===== src/rtl/mfp_7sd_scan_driver.sv =====
// Multiplexed scan driver for the 8-digit seven-segment display: one digit per slot,
// with ghost blanking at slot start, slot-start input capture and a frame tick.
module mfp_7sd_scan_driver #(
  parameter int N_DIG        = 8,
  parameter int SLOT_CYCLES  = 12500,
  parameter int BLANK_CYCLES = 250
) (
  input  logic                     clk,
  input  logic                     resetn,
  input  logic [N_DIG-1:0]         EN,
  input  logic [8*N_DIG-1:0]       DIGITS,
  input  logic [N_DIG-1:0]         DP,
  output logic [N_DIG-1:0]         DISP_EN_OUT,
  output logic [7:0]               DISP_SEG_OUT,
  output logic                     FRAME_TICK,
  output logic [$clog2(N_DIG)-1:0] CUR_DIGIT
);

  localparam int DW = $clog2(N_DIG);
  localparam int CW = $clog2(SLOT_CYCLES);
  localparam logic [CW-1:0] SLOT_LAST = CW'(SLOT_CYCLES - 1);
  localparam logic [CW-1:0] BLANK_END = CW'(BLANK_CYCLES);

  logic [CW-1:0] slot_cnt;
  logic [DW-1:0] dig_idx;
  logic          cap_en;
  logic [7:0]    cap_byte;
  logic          cap_dp;
  logic [6:0]    seg_pat;
  logic          blank;

  // Character-mode glyphs, segment order {a,b,c,d,e,f,g}, active high.
  function automatic logic [6:0] char_seg(input logic [4:0] code);
    case (code)
      5'd0:    char_seg = 7'b1111110;
      5'd1:    char_seg = 7'b0110000;
      5'd2:    char_seg = 7'b1101101;
      5'd3:    char_seg = 7'b1111001;
      5'd4:    char_seg = 7'b0110011;
      5'd5:    char_seg = 7'b1011011;
      5'd6:    char_seg = 7'b1011111;
      5'd7:    char_seg = 7'b1110000;
      5'd8:    char_seg = 7'b1111111;
      5'd9:    char_seg = 7'b1111011;
      5'd10:   char_seg = 7'b1110111;
      5'd11:   char_seg = 7'b0011111;
      5'd12:   char_seg = 7'b1001110;
      5'd13:   char_seg = 7'b0111101;
      5'd14:   char_seg = 7'b1001111;
      5'd15:   char_seg = 7'b1000111;
      5'd17:   char_seg = 7'b0000001;
      5'd18:   char_seg = 7'b0001000;
      5'd19:   char_seg = 7'b0110111;
      5'd20:   char_seg = 7'b0001110;
      5'd21:   char_seg = 7'b1100111;
      5'd22:   char_seg = 7'b0000101;
      5'd23:   char_seg = 7'b0011101;
      5'd24:   char_seg = 7'b0111110;
      5'd25:   char_seg = 7'b0010101;
      default: char_seg = 7'b0000000;
    endcase
  endfunction

  always_comb begin
    seg_pat = cap_byte[7] ? cap_byte[6:0] : char_seg(cap_byte[4:0]);
    // Slot cycle 0 is also forced dark: the capture registers still hold the previous digit then.
    blank   = (slot_cnt == '0) || (slot_cnt < BLANK_END) || !cap_en;
  end

  always_ff @(posedge clk or negedge resetn) begin
    if (!resetn) begin
      slot_cnt     <= '0;
      dig_idx      <= '0;
      cap_en       <= 1'b0;
      cap_byte     <= 8'h00;
      cap_dp       <= 1'b0;
      DISP_EN_OUT  <= '1;
      DISP_SEG_OUT <= 8'hFF;
      FRAME_TICK   <= 1'b0;
      CUR_DIGIT    <= '0;
    end else begin
      if (slot_cnt == SLOT_LAST) begin
        slot_cnt <= '0;
        dig_idx  <= dig_idx + 1'b1;
      end else begin
        slot_cnt <= slot_cnt + 1'b1;
      end

      if (slot_cnt == '0) begin
        cap_en   <= EN[dig_idx];
        cap_byte <= DIGITS[{dig_idx, 3'b000} +: 8];
        cap_dp   <= DP[dig_idx];
      end

      if (blank) begin
        DISP_EN_OUT  <= '1;
        DISP_SEG_OUT <= 8'hFF;
      end else begin
        DISP_EN_OUT  <= ~(N_DIG'(1) << dig_idx);
        DISP_SEG_OUT <= ~{cap_dp, seg_pat};
      end

      FRAME_TICK <= (slot_cnt == '0) && (dig_idx == '0);
      CUR_DIGIT  <= dig_idx;
    end
  end

endmodule


===== config.mk =====
export PLATFORM = sky130hd
export DESIGN_NAME = mfp_7sd_scan_driver
export DESIGN_NICKNAME = d
export VERILOG_FILES = /design/src/rtl/mfp_7sd_scan_driver.sv
export SDC_FILE = /design/constraint.sdc
export NUM_CORES = 1
export LEC_CHECK = 0
export ABC_AREA = 1
export BUFFER_PORTS_ARGS = -buffer_cell sky130_fd_sc_hd__buf_2
export CORE_MARGIN = 3
export CORE_UTILIZATION = 57
export DETAILED_ROUTE_END_ITERATION = 8
export PLACE_DENSITY = 0.87
export SYNTH_ARGS = -nofsm -noshare
export SYNTH_HDL_FRONTEND = slang
export SYNTH_SLANG_ARGS = --single-unit

===== constraint.sdc =====
create_clock -name clk -period 4.2 [get_ports clk]
set_input_delay 0.84 -clock clk [delete_from_list [all_inputs] [get_ports clk]]
set_output_delay 0.84 -clock clk [all_outputs]
set_load 0.05 [all_outputs]

======== Word-level counts from Yosys, hierarchy flattened ========
Memories as Yosys holds them, arrays and structs flattened.
Index checks and enable logic that the tools add are counted.
W data, S select, Z words.
cells by class
  multiplexer cells ....................... 8
  add/subtract/negate cells ............... 2
  shifts and indexed selects .............. 2
  equality and inequality tests ........... 1
  magnitude comparators ................... 2
  reduce and logical (&&, ||, !) cells .... 6
  bitwise gates (word level) .............. 2
operators with widths
  kind                     number
  $shiftx A64 B7 Y8        1
  $mux W8                  2
  $not A8 Y8               2
  $add A14 B1 Y14 const B  1
  $eq A14 B14 Y1 const B   1
  $logic_not A14 Y1        1
  $lt A14 B8 Y1 const B    1
  $mux W14                 1
  $shl A1 B3 Y8 const A    1
  $mux W7                  1
  $bmux W1 S3              2
  $lt A3 B4 Y1 const B     1
  $add A3 B1 Y3 const B    1
  $logic_not A3 Y1         1
  $logic_or A1 B1 Y1       2
  $mux W1                  2
  $logic_and A1 B1 Y1      1
  $logic_not A1 Y1         1
word-level totals
  memories kept ........................... 1
  bits in read-only memories .............. 224
  register bits ........................... 47
memory list
  name              depth  width  read ports  clocked after memory_dff  wr ports  RTL line  RTL
  (name not given)  32     7      1           0                         0         34        case (code)

======== Logic depth before layout (Yosys ltp) ========
Gate-level depths: netlist of the first run.
  depth after elaboration ................. 4
  mapped depth ............................ 10
  mapped depth without buffers ............ 9

======== Least setup slack after synthesis of the first run ========
No wires, ideal clock.
  path kind ............................... register -> output
  from .................................... register DISP_EN_OUT[0]
  to ...................................... output port DISP_EN_OUT[0]
  setup slack ............................. 2.704 ns
  path buffers ............................ 0
  stages on the path, launching flop included .. 1
  arrival time ............................ 0.656 ns
  cells stage by stage .................... dfstp_2
RTL lines
  element                 RTL line  RTL
  start, declared         13        output logic [N_DIG-1:0] DISP_EN_OUT,
  start signal, assigned  99        DISP_EN_OUT <= ~(N_DIG'(1) << dig_idx);
No word-level cell between the ends.

======== Worst setup path in the final report of the first run ========
  from .................................... register dig_idx[1]
  to ...................................... register dig_idx[1]
between the ends
  cells in the longest elaborated chain, start to end .. 1
ends and longest elaborated chain
  element                 RTL line  RTL
  start, declared         25        logic [DW-1:0] dig_idx;
  start signal, assigned  84        dig_idx <= dig_idx + 1'b1;
  $add A3 B1 Y3           84
Every way passes these cells.
A chain may end at the register's enable or synchronous reset.

==> results of run 1 <==
-- per-layer routing --
metal,share of wire,vias to the layer above
li1,-,1798
met5,0,-
met3,0.073,14
met4,0.015,0
met2,0.48,153
met1,0.43,1535
-- report_power, final --
part	switching, mW	total (mW)	internal, mW
Combinational	0.0617	0.113	0.0517
Clock	0.144	0.337	0.193
Sequential	0.00938	0.467	0.458
-- state kept, by name, indices dropped and copies added, names as in the netlist --
name,cells
slot_cnt,14
DISP_EN_OUT,8
DISP_SEG_OUT,8
cap_byte,8
CUR_DIGIT,3
dig_idx,3
FRAME_TICK,1
cap_dp,1
cap_en,1
-- synthesized netlist by cell type --
library cell / number
nand2_4: 1
nor2_2: 5
dfstp_2: 16
nor2_4: 5
nor3_1: 4
inv_8: 1
nand2_2: 8
o21ai_1: 2
nor3_2: 2
or2_2: 1
xor2_1: 5
inv_1: 50
ha_1: 15
and2_1: 2
clkbuf_1: 2
o21ai_0: 11
buf_6: 2
nand4_1: 1
o211ai_1: 1
inv_2: 9
nor2_1: 25
xnor2_1: 1
o21bai_2: 1
buf_4: 3
nand3_2: 7
buf_2: 11
o21ai_2: 1
buf_1: 2
dfrtp_1: 31
nand3_1: 62
nand2_1: 233
a21oi_1: 7
-- cells by family (layout without fill, tap and decap cells) --
logic type      after synthesis  count (layout)
xor+xnor                      6               6
flops                        47              47
fa+ha+maj                    15              15
buf+inv                      80             170
simple gates                356             356
compound gates               23              23
-- metrics by stage --
step / setup slack [ns] / instance area [um2] / total power, mW / hold WS, ns / std cells
4_1_cts: 2.19 / 4080 / 0.920 / 0.448 / 689
3_3_place_gp: 2.25 / 3960 / 0.586 / 0.419 / 681
5_1_grt: 2.01 / 4080 / 0.957 / 0.486 / 689
2_1_floorplan: 2.70 / 3470 / 0.530 / 0.376 / 527
3_5_place_dp: 2.20 / 3960 / 0.587 / 0.423 / 681
6_report: 2.16 / 4080 / 0.918 / 0.444 / 689
-- area by class of cell --
type                       instances  area share
clock buffer                       6      0.0202
inverter                          60      0.0570
clock inverter                     2     0.00859
sequential                        47       0.293
timing repair buffer             102       0.126
multi-input combinational        400       0.473
tap                               72      0.0221
-- worst min path at each step --
stage                      start              end  slack [ns]  cells after the start
final                     cap_dp  DISP_SEG_OUT[7]        0.44                      1
after detailed placement  cap_dp  DISP_SEG_OUT[7]        0.42                      1
after floorplan           cap_dp  DISP_SEG_OUT[7]        0.38                      1
after global routing      cap_dp  DISP_SEG_OUT[7]        0.49                      1
after global placement    cap_dp  DISP_SEG_OUT[7]        0.42                      1
after CTS                 cap_dp  DISP_SEG_OUT[7]        0.45                      1
==> metrics, run 1 <==
PD cells 225 nW/um2; Crit-path slowest cell dfrtp_1; Post-DP HPWL 6470 um; Die ar. 7070 um2; Cell variety after synth 32; Worst Tran Pin Value 0.985 ns; vias per cell 5.08; RSZ-0062 raised after global routing false; Synth Area in Simple Gates 0.450; crit path capture dig_idx[1]; post-synthesis cell count 527; CP Max Fanout 25; max-slew violation count 0; final-report hold violation count 0; Iter 0 DRT Violations 169; GR Util All Layers 0.240; Multi-input gate area 1930 um2; CTS tree done; # Max-Cap Violations 0; kind of cell adding the most delay to the critical path flip-flops; met2 Use GR 0.405; Setup CP Type reg -> reg; cells along the critical path inv_1 -> ha_1 -> nand3_1 -> nand2_1; status complete, no violations; critical path launch point dig_idx[1]; Mapped Area 3470 um2; clk_skew 0.00620 ns; worst skew pair latency 0.29 ns; Die X 84.1 um; crit start category register; final WL 8410 um; initial antenna violation count 0; FF+latch count, synth 47; Area Growth Syn to Fin 17.4%; I/O pins 102; Critical Path Max Stage Delay 0.84 ns; R2R Setup Slk 2.16 ns; first-pass GRT wire length 14300 um; CTS Hold Bufs 0; Synth Area in Adders 0.0540; Detail Route Antenna Nets 0; CTS root buf clkbuf_8; crit share post-route 0.486; Leakage 2.26 nW; Wirelength per Cell 12.2 um; met3 usage 0.0424; most common cell after layout, fill and taps aside nand2_1; post-CTS setup buffers 0; H-tree depth 2; proportion of layout cells with a drive suffix above 1 0.271; fin nets 713; die span in y 84.1 um; critical path required time 4.39 ns; routability cong. 0.912; Reg area 1200 um2; # DRC 0; vias in the first global route 3345; final design utilization 0.715; largest family of logic cells by synthesized area simple AND/OR/NAND/NOR gates; I/O Buffers 101; CP arrival 2.23 ns; M1 GR Usage 0.315; register area share after synthesis 0.344; min-delay worst type reg -> reg; post-CTS sizing 0; R2R depth 4; xor and xnor area share after synthesis 0.0151; # rows 27; post-layout minimum cycle time 2.04 ns; syn_nets 624; CP Depth 4; global route hottest layer met2; worst vdd ir 0.000156 V; most frequent cells in the layout nand2_1, buf_2, nand3_1; share of Yosys cell area claimed by the top area cell type 0.252; top cell type by total area after synthesis nand2_1; Filler cells 460; via count 3500; Crit Reg-Reg Startpoint dig_idx[1]; syn avg cell area 6.59 um2; setup_tns 0 ns; initial core utilization 0.609; Ant. Diodes 0; Buf/Inv on CP 1; core area 5710 um2; Slew HR 0.343; mux cell area share after synthesis 0; DR pass1 iterations 5; Clk pin slew, worst setup/hold paths 0.08 ns; largest net degree at the start of global routing 48; number of synthesis warnings 0; Final setup viols 0; CTS Buf Count 5; CTS sink cnt 47; synth top area cells nand2_1, dfrtp_1, dfstp_2; fmax 490 MHz; Synth Area in Compound Gates 0.0367; Max Root-Sink Buffers 2; CP Capture Type register; grt ovf 0; FF-to-FF End dig_idx[1]
No activity file was read; power rests on OpenSTA's default activity.
==> inputs of run 2 (changes only) <==
- CORE_UTILIZATION: 57 -> 53
- PLACE_DENSITY: 0.87 -> 0.82
- clock period: 4.2 -> 2.1 ns (I/O delays scaled with it)
==> metrics, run 2 (synthesized netlist as in run 1, its figures left out) <==
Multi-input gate area 1930 um2; first-pass GRT wire length 14500 um; most flop-heavy register slot_cnt; CP arrival 1.77 ns; status complete, no violations; Total Power 1.81 mW; M1 GR Usage 0.333; worst vdd ir 0.000315 V; Wirelength per Cell 12.5 um; RSZ-0062 raised after global routing false; largest net degree at the start of global routing 44; CP Capture Type register; PD cells 439 nW/um2; vias in the first global route 3397; setup slack at placement 0.551 ns; Filler cells 536; post-CTS setup buffers 0; post-CTS sizing 0; via count 3620; final WL 8670 um; # Max-Cap Violations 0; Ant. Diodes 0; Area Growth Syn to Fin 18.4%; Clk pin slew, worst setup/hold paths 0.09 ns; critical path required time 2.28 ns; Buf/Inv on CP 2; CTS sink cnt 47; I/O Buffers 101; fin nets 717; Critical Path Max Stage Delay 0.46 ns; Final setup viols 0; crit share post-route 0.758; # DRC 0; I/O pins 102; fmax 628 MHz; DR pass1 iterations 5; cells along the critical path inv_1 -> ha_1 -> nand2_2 -> nor2_2 -> nand2_2 -> nor2_4 -> inv_2 -> nand2_1 -> nand2_1; core area 6130 um2; Worst Tran Pin Value 0.653 ns; initial core utilization 0.567; max-slew violation count 0; worst skew pair latency 0.30 ns; Setup CP Type reg -> reg; H-tree depth 2; proportion of layout cells with a drive suffix above 1 0.272; Max Root-Sink Buffers 2; setup_tns 0 ns; clk_skew 0.0160 ns; most common cell after layout, fill and taps aside nand2_1; # rows 28; die span in y 87.0 um; vias per cell 5.20; post-layout minimum cycle time 1.59 ns; GR Util All Layers 0.237; crit start category register; kind of cell adding the most delay to the critical path simple AND/OR/NAND/NOR gates; CTS Hold Bufs 0; Die ar. 7560 um2; flip-flop count of the largest register after layout 14; Post-DP HPWL 6780 um; final-report hold violation count 0; global route hottest layer met2; Reg area 1200 um2; routability cong. 0.868; final worst slack 0.507 ns; initial antenna violation count 0; CP Max Fanout 11; Iter 0 DRT Violations 209; Slew HR 0.564; met3 usage 0.0360; Die X 87.0 um; CTS Buf Count 5; met2 Use GR 0.384; grt ovf 0; most frequent cells in the layout nand2_1, buf_2, nand3_1; CTS root buf clkbuf_8; Leakage 2.28 nW; Crit-path slowest cell dfrtp_1; Detail Route Antenna Nets 0; min-delay worst type in -> async; CTS tree done
-- run 2: stage by stage --
| stage | util | area [um2] | std cells | hold slack [ns] |
|---|---|---|---|---|
| 6_report | 0.671 | 4120 | 696 | 0.0944 |
| 3_3_place_gp | 0.654 | 4010 | 688 | 0.407 |
| 2_1_floorplan | - | 3470 | 527 | 0.124 |
| 5_1_grt | 0.671 | 4120 | 696 | 0.117 |
| 3_5_place_dp | 0.654 | 4010 | 688 | 0.402 |
| 4_1_cts | 0.671 | 4120 | 696 | 0.109 |
-- run 2: power breakdown --
group / switching (mW) / internal [mW]
clock network: 0.284 / 0.356
registers: 0.0149 / 0.916
logic: 0.128 / 0.109
total: 0.426 / 1.38
-- run 2: final cells by class --
type                    count  area share
well taps                  75      0.0228
clock buffers               7      0.0185
inverters                  60      0.0566
repair buffers            106       0.135
flip-flops and latches     47       0.291
multi-input cells         400       0.469
clock inverters             1     0.00730
-- run 2: worst reg2reg max path, stage by stage (launching register included) --
cell and delay (ns):
dfrtp_1 0.46, inv_1 0.09, ha_1 0.16, nand2_2 0.05
nor2_2 0.11, nand2_2 0.08, nor2_4 0.22, inv_2 0.15
nand2_1 0.10, nand2_1 0.06
-- run 2: worst paths after layout --
| kind | from | end | slack (ns) | cells after the start |
|---|---|---|---|---|
| worst max-delay path | slot_cnt[0] | cap_byte[2] | 0.51 | 9 |
| worst min-delay path | resetn | slot_cnt[7] | 0.09 | 1 |
| worst max register to register | slot_cnt[0] | cap_byte[2] | 0.51 | 9 |
| worst min register to register | cap_dp | DISP_SEG_OUT[7] | 0.42 | 1 |
| max in group asynchronous | resetn | DISP_SEG_OUT[4] | 1.42 | 2 |
| min in group clk | cap_dp | DISP_SEG_OUT[7] | 0.42 | 1 |
-- run 2: layer usage --
layer	share of wire	vias to the layer above	wire, um
li1	-	1806	-
met1	0.44	1647	3850
met2	0.47	156	4050
met3	0.074	11	646
met4	0.014	0	121
met5	0	-	0
==> inputs of run 3 (changes only) <==
- ABC_AREA: 1 -> 0
- CORE_UTILIZATION: 53 -> 51
- PLACE_DENSITY: 0.82 -> 0.81
- clock period: 2.1 -> 1.55 ns (I/O delays scaled with it)
==> metrics, run 3 <==
final cell count without fillers 491; critical path required time 1.76 ns; GR Util All Layers 0.262; number of synthesis warnings 0; Post-synth ARST share 1.00; xor and xnor area share after synthesis 0.0357; Post-DP HPWL 5620 um; Die ar. 6720 um2; clk_skew 0.00741 ns; crit path capture dig_idx[2]; final design utilization 0.758; Die X 82.0 um; initial antenna violation count 0; Slew HR 0.709; Crit Reg-Reg Startpoint slot_cnt[11]; proportion of layout cells with a drive suffix above 1 0.573; post-layout minimum cycle time 1.98 ns; I/O pins 102; most frequent cells in the layout buf_2, buf_4, nand2_1; grt ovf 0; FF-to-FF End dig_idx[2]; # Max-Cap Violations 0; Crit-path slowest cell or4_4; CP arrival 2.18 ns; CTS tree done; Most used DFF post-synth dfrtp_1; post-synthesis cell count 272; R2R Setup Slk -0.43 ns; CP Max Fanout 5; worst vdd ir 0.000418 V; max-slew violation count 0; min-delay worst type reg -> reg; status complete, but fails checks; Wirelength per Cell 17.6 um; Ant. Diodes 0; die span in y 82.0 um; vias per cell 5.78; top cell type by total area after synthesis dfrtp_1; vias in the first global route 2835; first-pass GRT wire length 13200 um; fmax 506 MHz; cells along the critical path or4_4 -> buf_6 -> nor4_4 -> buf_6 -> mux2i_1; Clk pin slew, worst setup/hold paths 0.09 ns; flip-flop count of the largest register after layout 14; R2R depth 5; Detail Route Antenna Nets 0; synth top area cells dfrtp_1, mux4_2, dfstp_2; crit share post-route 1.28; Mapped Area 2940 um2; DR pass1 iterations 5; mux cell area share after synthesis 0.164; CP Capture Type register; CTS root buf clkbuf_8; Critical Path Max Stage Delay 0.60 ns; fin nets 515; routability cong. 0.870; via count 2836; Setup CP Type reg -> reg; share of Yosys cell area claimed by the top area cell type 0.263; most common cell after layout, fill and taps aside buf_2; syn avg cell area 10.8 um2; Iter 0 DRT Violations 221; most flop-heavy register slot_cnt; core area 5540 um2; H-tree depth 2; # rows 27; syn_nets 369; final WL 8620 um; most frequent cell after synthesis nand2_1; initial core utilization 0.531; critical path launch point slot_cnt[11]; Post-Place Cells 471; EDFF count, synth 0; final-report hold violation count 0; Cell variety after synth 43; largest family of logic cells by synthesized area simple AND/OR/NAND/NOR gates; Synth Area in Compound Gates 0.123; register area share after synthesis 0.406; Worst Tran Pin Value 0.434 ns; Area Growth Syn to Fin 42.7%; largest net degree at the start of global routing 48; CTS sink cnt 47; crit start category register; failing checks negative setup slack; Synth Area in Adders 0.0637; Max Root-Sink Buffers 2; Final setup viols 38; synth cell count leaders nand2_1, dfrtp_1, mux4_2, nand3_1, dfstp_2; Synth Area in Simple Gates 0.166; Leakage 1.90 nW; PD cells 589 nW/um2; CTS Buf Count 5; FF+latch count, synth 47; Most common cell on crit path buf_6; worst skew pair latency 0.29 ns; # DRC 0; final worst slack -0.428 ns; I/O Buffers 101; RSZ-0062 raised after global routing true
[run 3: cell count changes in the layout (fill, tap and decap cells not counted), moves of 11 or more]
cell	change
a21o_1	+11
buf_4	+35
inv_1	-41
mux4_2	+20
nand2_1	-199
nand3_1	-50
nor2_1	-16
[run 3: kinds of logic (layout without fill, tap and decap cells)]
family | after synthesis | in the layout
buffers and inverters | 27 | 170
DFF | 47 | 47
muxes | 23 | 23
AOI/OAI and AO/OA | 49 | 50
adders and majority gates | 15 | 15
and+or+nand+nor | 99 | 102
xor gates and xnor gates | 12 | 12
[run 3: repair_timing]
action | in CTS | in global routing
endpoints found under the hold margin | 31 | 0
setup endpoints to repair | 38 | 38
resized for setup | 19 | 19
pin swaps | 14 | 11
gates cloned | 3 | 2
buffers inserted | 3 | 3
hold buffers | 1 | 0
[run 3: area by class of cell]
cell class,count,area [um2]
clock inverter,1,30.0
inverter,10,37.5
timing repair buffer,152,961
sequential,47,1200
multi-input combinational,202,1810
fill,387,1340
tap,72,90.1
clock buffer,7,76.3
[run 3: through the flow]
step | setup TNS [ns] | hold slack [ns] | instance area (um2) | setup WS (ns) | power, mW
after floorplan | -6.14 | 0.0144 | 2950 | -0.378 | 1.41
final | -13.19 | 0.443 | 4200 | -0.428 | 2.47
after detailed placement | -9.77 | 0.306 | 3820 | -0.444 | 1.60
after global routing | -14.28 | 0.459 | 4200 | -0.451 | 2.56
after CTS | -10.04 | 0.449 | 4080 | -0.399 | 2.46
after global placement | -8.97 | 0.302 | 3820 | -0.408 | 1.60
[run 3: worst max-delay path, delay by kind of cell (launching register included)]
family,cells,cell delay [ns]
AND/OR/NAND/NOR,2,0.94
multiplexers,1,0.21
buffers and inverters,2,0.35
flip-flops,1,0.39
[run 3: how the worst min path moves through the flow]
stage                              end  cells past startpoint  slack [ns]        from
after floorplan           CUR_DIGIT[0]                      0        0.01      resetn
after global placement    slot_cnt[11]                      2        0.30      resetn
after detailed placement  slot_cnt[11]                      2        0.31      resetn
after CTS                 CUR_DIGIT[2]                      0        0.45  dig_idx[2]
after global routing      CUR_DIGIT[2]                      0        0.46  dig_idx[2]
final                     CUR_DIGIT[2]                      0        0.44  dig_idx[2]
[run 3: power by group]
part | leakage [nW] | switching [mW] | internal [mW]
combinational | 1.29 | 0.156 | 0.190
sequential | 0.563 | 0.0182 | 1.24
clock | 0.0524 | 0.385 | 0.483
total | 1.90 | 0.559 | 1.91
[run 3: per-layer routing]
metal	share of wire	routed length [um]	vias to the layer above	GRT usage
met5	0	0	-	0
met4	0.035	298	0	0.0797
met3	0.090	780	25	0.0417
met2	0.52	4440	174	0.478
met1	0.36	3100	1355	0.314
li1	-	-	1282	-
